[src/rtl/ps2_host_tx.sv]
// PS/2 host-to-device transmitter: inhibit, start, 8 data LSB first, odd parity, stop, device ACK.
// Latency: accept to clock inhibit 1 cycle; data line follows each device clock fall by 3 cycles.
// Backpressure: ready_o only in IDLE; valid_i elsewhere is ignored, nothing is queued.
module ps2_host_tx #(
    parameter int CLK_HZ     = 50_000_000,
    parameter int INHIBIT_US = 100,
    parameter int TIMEOUT_US = 15000
) (
    input  logic       clk,
    input  logic       reset_i,
    input  logic [7:0] data_i,
    input  logic       valid_i,
    output logic       ready_o,
    output logic       done_o,
    output logic       error_o,
    input  logic       ps2_clk_i,
    input  logic       ps2_data_i,
    output logic       ps2_clk_oe_o,
    output logic       ps2_data_oe_o
);

    localparam int INHIBIT_CYC = CLK_HZ / 1_000_000 * INHIBIT_US;
    localparam int TIMEOUT_CYC = CLK_HZ / 1_000_000 * TIMEOUT_US;
    localparam int CNT_MAX     = (INHIBIT_CYC > TIMEOUT_CYC) ? INHIBIT_CYC : TIMEOUT_CYC;
    localparam int CNT_W       = $clog2(CNT_MAX + 1);
    localparam logic [CNT_W-1:0] INHIBIT_LD = CNT_W'(INHIBIT_CYC);
    localparam logic [CNT_W-1:0] TIMEOUT_LD = CNT_W'(TIMEOUT_CYC);
    localparam logic [CNT_W-1:0] CNT_ONE    = CNT_W'(1);

    typedef enum logic [2:0] {
        IDLE, INHIBIT, START, SEND, ACK, RELEASE, DONE
    } state_t;

    state_t           state, state_n;
    logic [CNT_W-1:0] cnt, cnt_n;
    logic [3:0]       bitcnt, bitcnt_n;
    logic [9:0]       frame, frame_n;
    logic             ack_err, ack_err_n;
    logic             clk_oe_n, data_oe_n, done_n, err_n, ready_n;
    logic             abort;

    logic [2:0]       clk_sync;
    logic [1:0]       data_sync;
    logic             clk_s, data_s, fall;

    assign clk_s  = clk_sync[1];
    assign data_s = data_sync[1];
    assign fall   = clk_sync[2] & ~clk_sync[1];

    // Synchronize both pads; the idle bus is high so reset to 1 to avoid a false fall.
    always_ff @(posedge clk or posedge reset_i) begin
        if (reset_i) begin
            clk_sync  <= 3'b111;
            data_sync <= 2'b11;
        end else begin
            clk_sync  <= {clk_sync[1:0], ps2_clk_i};
            data_sync <= {data_sync[0], ps2_data_i};
        end
    end

    // State, counters, frame and registered outputs.
    always_ff @(posedge clk or posedge reset_i) begin
        if (reset_i) begin
            state         <= IDLE;
            cnt           <= '0;
            bitcnt        <= '0;
            frame         <= '0;
            ack_err       <= 1'b0;
            ps2_clk_oe_o  <= 1'b0;
            ps2_data_oe_o <= 1'b0;
            done_o        <= 1'b0;
            error_o       <= 1'b0;
            ready_o       <= 1'b1;
        end else begin
            state         <= state_n;
            cnt           <= cnt_n;
            bitcnt        <= bitcnt_n;
            frame         <= frame_n;
            ack_err       <= ack_err_n;
            ps2_clk_oe_o  <= clk_oe_n;
            ps2_data_oe_o <= data_oe_n;
            done_o        <= done_n;
            error_o       <= err_n;
            ready_o       <= ready_n;
        end
    end

    // Next state and next registered outputs; a device silence timeout aborts from any bus phase.
    always_comb begin
        state_n   = state;
        cnt_n     = cnt;
        bitcnt_n  = bitcnt;
        frame_n   = frame;
        ack_err_n = ack_err;
        clk_oe_n  = ps2_clk_oe_o;
        data_oe_n = ps2_data_oe_o;
        done_n    = 1'b0;
        err_n     = error_o;
        ready_n   = ready_o;
        abort     = 1'b0;

        case (state)
            IDLE: begin
                if (valid_i) begin
                    frame_n   = {1'b1, ~^data_i, data_i};
                    cnt_n     = INHIBIT_LD;
                    state_n   = INHIBIT;
                    ready_n   = 1'b0;
                    clk_oe_n  = 1'b1;
                    data_oe_n = 1'b0;
                end
            end
            INHIBIT: begin
                // Leaving on the count of 1 keeps the clock low for exactly INHIBIT_CYC cycles.
                if (cnt <= CNT_ONE) begin
                    state_n   = START;
                    clk_oe_n  = 1'b0;
                    data_oe_n = 1'b1;
                end else begin
                    cnt_n = cnt - 1'b1;
                end
            end
            START: begin
                cnt_n    = TIMEOUT_LD;
                bitcnt_n = '0;
                state_n  = SEND;
            end
            SEND: begin
                if (fall) begin
                    data_oe_n = ~frame[bitcnt];
                    bitcnt_n  = bitcnt + 4'd1;
                    cnt_n     = TIMEOUT_LD;
                    if (bitcnt == 4'd9) begin
                        state_n = ACK;
                    end
                end else if (cnt <= CNT_ONE) begin
                    abort = 1'b1;
                end else begin
                    cnt_n = cnt - 1'b1;
                end
            end
            ACK: begin
                if (fall) begin
                    ack_err_n = data_s;
                    cnt_n     = TIMEOUT_LD;
                    state_n   = RELEASE;
                end else if (cnt <= CNT_ONE) begin
                    abort = 1'b1;
                end else begin
                    cnt_n = cnt - 1'b1;
                end
            end
            RELEASE: begin
                if (clk_s && data_s) begin
                    state_n = DONE;
                    done_n  = 1'b1;
                    err_n   = ack_err;
                end else if (cnt <= CNT_ONE) begin
                    abort = 1'b1;
                end else begin
                    cnt_n = cnt - 1'b1;
                end
            end
            DONE: begin
                state_n = IDLE;
                ready_n = 1'b1;
            end
            default: begin
                state_n = IDLE;
                ready_n = 1'b1;
            end
        endcase

        if (abort) begin
            state_n   = DONE;
            clk_oe_n  = 1'b0;
            data_oe_n = 1'b0;
            done_n    = 1'b1;
            err_n     = 1'b1;
        end
    end

endmodule

[config.mk]
export PLATFORM = sky130hd
export DESIGN_NAME = ps2_host_tx
export DESIGN_NICKNAME = d
export VERILOG_FILES = /design/src/rtl/ps2_host_tx.sv
export SDC_FILE = /design/constraint.sdc
export NUM_CORES = 1
export LEC_CHECK = 0
export ABC_AREA = 1
export BUFFER_PORTS_ARGS = -buffer_cell sky130_fd_sc_hd__buf_2
export CAP_MARGIN = 10
export CORE_UTILIZATION = 50
export DETAILED_ROUTE_END_ITERATION = 8
export PLACE_DENSITY = 0.71
export SLEW_MARGIN = 20
export SYNTH_ARGS = -nofsm -noshare
export SYNTH_HDL_FRONTEND = slang
export SYNTH_SLANG_ARGS = --single-unit
[constraint.sdc]
create_clock -name clk -period 4.6 [get_ports clk]
set_clock_uncertainty 0.15 [all_clocks]
set_input_delay 0.23 -clock clk [delete_from_list [all_inputs] [get_ports clk]]
set_output_delay 0.23 -clock clk [all_outputs]
set_load 0.01 [all_outputs]
Word-level counts from Yosys, hierarchy flattened

Index checks and enable logic that the tools add are counted.

Bits of input ports: 13
Logic and storage cells: 92
Register bits after elaboration: 48
Output and inout port bits: 5

Equal/unequal tests: 15
Order comparisons: 2
Mux-type cells: 37
Reduce and logical (&&, ||, !) cells: 20
Bitwise gates (word level): 4
Add/subtract/negate cells: 2

Operator list:

| operator                                                        | count |
|---|---|
| one-hot mux 20 bit (5 select lines)                             | 1 |
| two-way mux 20 bit                                              | 4 |
| two-way mux 3 bit                                               | 7 |
| less-or-equal comparator 20 x 1 -> 1 bit, second input constant | 1 |
| subtractor 20 x 1 -> 20 bit, second input constant              | 1 |
| inequality test 3 bit, second input constant                    | 6 |
| one-hot mux 3 bit (6 select lines)                              | 1 |
| two-way mux 1 bit                                               | 17 |
| AND reduction 2 bit                                             | 5 |
| one-hot mux 4 bit (2 select lines)                              | 1 |
| XNOR reduction 8 bit                                            | 1 |
| == test 3 x 2 -> 1 bit, second input constant                   | 2 |
| == test 3 bit, second input constant                            | 2 |
| inequality test 2 bit, second input constant                    | 3 |
| one-hot mux 1 bit (2 select lines)                              | 3 |
| AND reduction 3 bit                                             | 2 |
| AND reduction 6 bit                                             | 1 |
| nonzero test 2 bit                                              | 3 |
| < comparator 4 x 5 -> 1 bit, second input constant              | 1 |
| nonzero test 5 bit                                              | 1 |
| OR reduction 5 bit                                              | 1 |
| adder 4 x 1 -> 4 bit, second input constant                     | 1 |
| binary-select mux 1 bit (select 4 bit)                          | 1 |
| == test 4 bit, second input constant                            | 1 |
| other kinds (11)                                                | 13 |

Longest topological paths before layout

Word-level depth: 6
Mapped depth: 13
Gate-level depth less buffers: 13

Worst setup path after synthesis

OpenSTA, ideal clock, no wires.

Path type: flip-flop to flip-flop
Start: register cnt[0]
End: register state[2]
Data arrival time: 1.581 ns
Library setup time: 0.121 ns
Cell stages (with the launch flop): 14
Buffers on the path: 0
Data required time: 4.329 ns
Period minus slack after synthesis: 1.852 ns
Setup slack: 2.748 ns
Path through: dfrtp_1 -> inv_1 -> ha_1 -> inv_1 -> nor2_4 -> nand3_2 -> nand2_4 -> inv_4 -> nand2_4 -> nand2_2 -> nor2_4 -> nor2_2 -> nand2_1 -> nand2_1

Longest elaborated chain between the ends: 6
Elaborated cells between the ends (all ways): 13
Those cells by class: 1 x order compare; 6 x eq/ne; 5 x mux; 1 x reduce/logical

Ends and longest elaborated chain:

| element                                    | RTL line      | RTL |
|---|---|---|
| from (decl)                                | 35            | `logic [CNT_W-1:0] cnt, cnt_n;` |
| from (signal assigned)                     | 76            | `cnt <= cnt_n;` |
| less-or-equal comparator 20 x 1 -> 1 bit * | n/a           |  |
| two-way mux 1 bit                          | 136, 147, 158 |  |
| two-way mux 1 bit (on tied branches)       | 154, 129      |  |
| one-hot mux 1 bit (2 select lines)         | 102           | `case (state)` |
| inequality test 3 bit (no line)            | n/a           |  |
| AND reduction 6 bit (no line)              | n/a           |  |
| to (signal assigned)                       | 75            | `state <= state_n;` |
| to (decl)                                  | 34            | `state_t state, state_n;` |

Every way passes the cells marked *; elsewhere a longest branch is shown, timed or not.
A chain may end at the register's enable or synchronous reset.

Worst setup path after layout

Start: register cnt[0]
End: register ps2_clk_oe_o

Longest elaborated chain between the ends: 6
Elaborated cells between the ends (all ways): 10
Those cells by class: 1 x order compare; 2 x eq/ne; 5 x mux; 2 x reduce/logical

Ends and longest elaborated chain:

| element                                                                      | RTL line      | RTL |
|---|---|---|
| less-or-equal comparator 20 x 1 -> 1 bit *                                   | n/a           |  |
| two-way mux 1 bit                                                            | 136, 147, 158 |  |
| two-way mux 1 bit (on tied branches)                                         | 154, 129      |  |
| one-hot mux 1 bit (2 select lines)                                           | 102           |  |
| inequality test 3 bit (no line) / nonzero test 3 bit (equally long branches) | n/a           |  |
| AND reduction 3 bit (no line)                                                | n/a           |  |
| to (signal assigned)                                                         | 80            | `ps2_clk_oe_o <= clk_oe_n;` |
| to (decl)                                                                    | 18            | `output logic ps2_clk_oe_o,` |

Marked as above.

==> reports/qor.txt <==
Vias in the first global route -> 2659
Drt pass-1 iters -> 5
Worst setup SP type -> flop
Initial Utilization -> 52.3%
CTS resizes -> 0
First-pass GRT wire length -> 12100 µm
Max IR drop VDD -> 0.334 mV
FF+latch count, synth -> 48
GRT Overall Usage -> 23.9%
Port buffer count -> 17
Worst-margin pin slew -> 0.809 ns
Final Setup Violations -> 0
Clk buf depth -> 2
Setup TNS -> 0 ns
Final GP Congestion -> 0.910
Wire length per cell -> 12.9 µm
Period minus WS final -> 2.14 ns
Detail Placement HPWL -> 5240 µm
Dominant synthesized flop cell -> dfrtp_1
Synth warn -> 0
# nets final -> 478
Final hold viol count -> 0
Height of the die -> 81.1 µm
Slew Limit Fails -> 0
Worst path most repeated cell -> inv_1
Initial antenna violation count -> 0
Post-CTS setup buffer count -> 0
RSZ-0062 raised after global routing -> no
Syn_nets -> 450
Hold WC Path Type -> input pin to flop
Required @ worst endpoint -> 4.65 ns
Post-route ant nets -> 0
CTS tree -> yes
Ys async rst share -> 100%
Reg2Reg Depth -> 13
Num CTS Buffers -> 5
Synth Instances -> 433
CP Depth -> 13
Total power -> 2.10 mW
Post-Syn Area -> 0.00313 mm²
Leak -> 1.81 nW
Most frequent cells in the layout -> nand2_1 (136), nor2_1 (53), inv_1 (47)
Number of remaining DRC errors -> 0
CP Capture Type -> flop
Max stage delay on crit path -> 0.41 ns
Die width -> 81.1 µm
Worst-Skew Late Latency -> 0.30 ns
DR vias/cell -> 5.18
First DRT Iteration DRCs -> 192
Commonest non-fill, non-tap cell in the layout -> nand2_1
Syn_area_per_cell -> 7.23 µm²
Overflow after GRT -> 0
Netlist cell types -> 40
Seq/Total Area, Yosys -> 38.6%
Crit-path slowest cell -> dfrtp_1
Crit Path Category -> flop to flop
Core Box Area -> 0.00599 mm²
Family with the most delay on the worst path -> simple AND/OR/NAND/NOR gates
Critical-path cell list -> inv_1, ha_1, inv_1, nor2_4, nand3_2, nand2_4, inv_4, nand2_4, nand2_2, inv_1, o21ai_1, o21ai_1, inv_1
DR vias -> 2783
N_diodes -> 0
Fillers -> 558
Outcome -> complete, no violations
Clk pin slew, worst setup/hold paths -> 0.10 ns
Die ar. -> 0.00658 mm²
EDFF count, synth -> 0
CP max FO -> 8
Area grow syn2layout -> 11.2%
Max cap viols -> 0
Share of post-route cells with drive strength above 1 -> 17.1%
Critical Path AT -> 2.19 ns
Total I/O pin count -> 18
# rows -> 28
Largest net degree at the start of global routing -> 49
CP bufs+invs -> 5
WL final -> 6950 µm
Root buffer selected by CTS -> clkbuf_8
# H-tree levels -> 2
WHS Path Cells -> 3
Power density cells -> 604 mW/mm²
Worst slew margin -> 46.0%
Fmax -> 467 MHz
Fin crit share -> 46.5%
Post-Route Utilization -> 58.1%
Clock tree sinks -> 48
==> flip-flops by register name, indices dropped and copies added, names as in the netlist <==
name and flops:
ack_err 1, bitcnt 4, clk_sync 3, cnt 20, data_sync 2, done_o 1, error_o 1, frame 10
ps2_clk_oe_o 1, ps2_data_oe_o 1, ready_o 1, state 3
==> layer usage <==
layer | share of wire, % | vias up | track usage (%)
met5 | 0 | - | 0
met4 | 1.8 | 0 | 8.39
met3 | 3.1 | 13 | 3.93
met2 | 48 | 52 | 39.7
met1 | 47 | 1306 | 31.5
li1 | - | 1412 | -
==> worst paths after layout <==
path / endpoint / slack, ns / start
max: ps2_clk_oe_o$_DFFE_PP0P_ / 2.46 / cnt[0]$_DFFE_PP0P_
min: frame[3]$_DFFE_PP0P_ / 0.01 / data_i[3]
max reg2reg: ps2_clk_oe_o$_DFFE_PP0P_ / 2.46 / cnt[0]$_DFFE_PP0P_
min reg2reg: clk_sync[1]$_DFF_PP1_ / 0.21 / clk_sync[0]$_DFF_PP1_
max in group asynchronous: ack_err$_DFFE_PP0P_ / 3.37 / reset_i
min in group asynchronous: cnt[18]$_DFFE_PP0P_ / 0.45 / reset_i
==> power by group <==
group,switching (mW),leakage (nW),total [mW],internal (mW)
registers,0.152,0.585,0.722,0.571
clock network,0.150,0.0541,0.311,0.161
logic,0.696,1.17,1.07,0.372
==> per-stage QoR <==
stage	instances	cell area, µm²	worst slack (ns)	hold slack [ns]
final	537	3480	2.46	0.0108
after global routing	537	3480	2.27	0.0222
after CTS	536	3470	2.46	0.00742
after detailed placement	520	3280	2.47	0.188
after global placement	520	3280	2.55	0.184
after floorplan	433	3130	2.75	0.0845
==> cell type report <==
class | instances | area, µm² | share of cell area, %
multi-input cells | 323 | 1670 | 48.1
flip-flops and latches | 48 | 1210 | 34.7
inverters | 57 | 218 | 6.26
repair buffers | 26 | 175 | 5.03
well taps | 75 | 93.8 | 2.70
clock buffers | 5 | 68.8 | 1.98
clock inverters | 3 | 42.5 | 1.22
==> cells by family after synthesis <==
logic type | after synthesis | synth area share, %
AO/OA/AOI/OAI | 40 | 7.75
XOR/XNOR | 12 | 3.36
adder cells (fa/ha/maj) | 4 | 1.60
buffers and inverters | 62 | 7.95
flip-flops | 48 | 38.6
AND/OR/NAND/NOR | 267 | 40.7
==> synthesized netlist by cell type (2+ instances only) <==
| library cell | count | area (µm²) |
|---|---|---|
| o21ai_0 | 15 | 75.1 |
| inv_1 | 48 | 180 |
| nor3_1 | 4 | 20.0 |
| o211ai_1 | 2 | 15.0 |
| nand4_1 | 9 | 56.3 |
| ha_1 | 4 | 50.1 |
| nand2_1 | 136 | 510 |
| nor3_2 | 2 | 20.0 |
| nor2_1 | 53 | 199 |
| xnor2_1 | 7 | 61.3 |
| nor2_4 | 8 | 90.1 |
| nand3b_1 | 2 | 15.0 |
| nand2_4 | 6 | 67.6 |
| or2_0 | 2 | 12.5 |
| nand2_2 | 5 | 31.3 |
| or2_2 | 2 | 12.5 |
| dfrtp_1 | 42 | 1050 |
| nand3_2 | 4 | 40.0 |
| nand3_1 | 26 | 130 |
| o31ai_1 | 2 | 15.0 |
| dfstp_2 | 6 | 158 |
| xor2_1 | 5 | 43.8 |
| a21oi_1 | 8 | 40.0 |
| inv_2 | 8 | 30.0 |
| o21ai_1 | 6 | 30.0 |
| buf_2 | 2 | 10.0 |
| nor2_2 | 6 | 37.5 |
==> worst register-to-register path: stages (launching register included) <==
cell	delay, ns
dfrtp_1	0.41
inv_1	0.16
ha_1	0.25
inv_1	0.12
nor2_4	0.22
nand3_2	0.12
nand2_4	0.12
inv_4	0.07
nand2_4	0.06
nand2_2	0.08
inv_1	0.08
o21ai_1	0.07
o21ai_1	0.08
inv_1	0.05
==> timing repair <==
action	4_1_cts	5_1_grt
hold buffers	8	1
setup endpoints to repair	0	0
endpoints found under the hold margin	8	42
No activity file was read; power rests on OpenSTA's default activity.
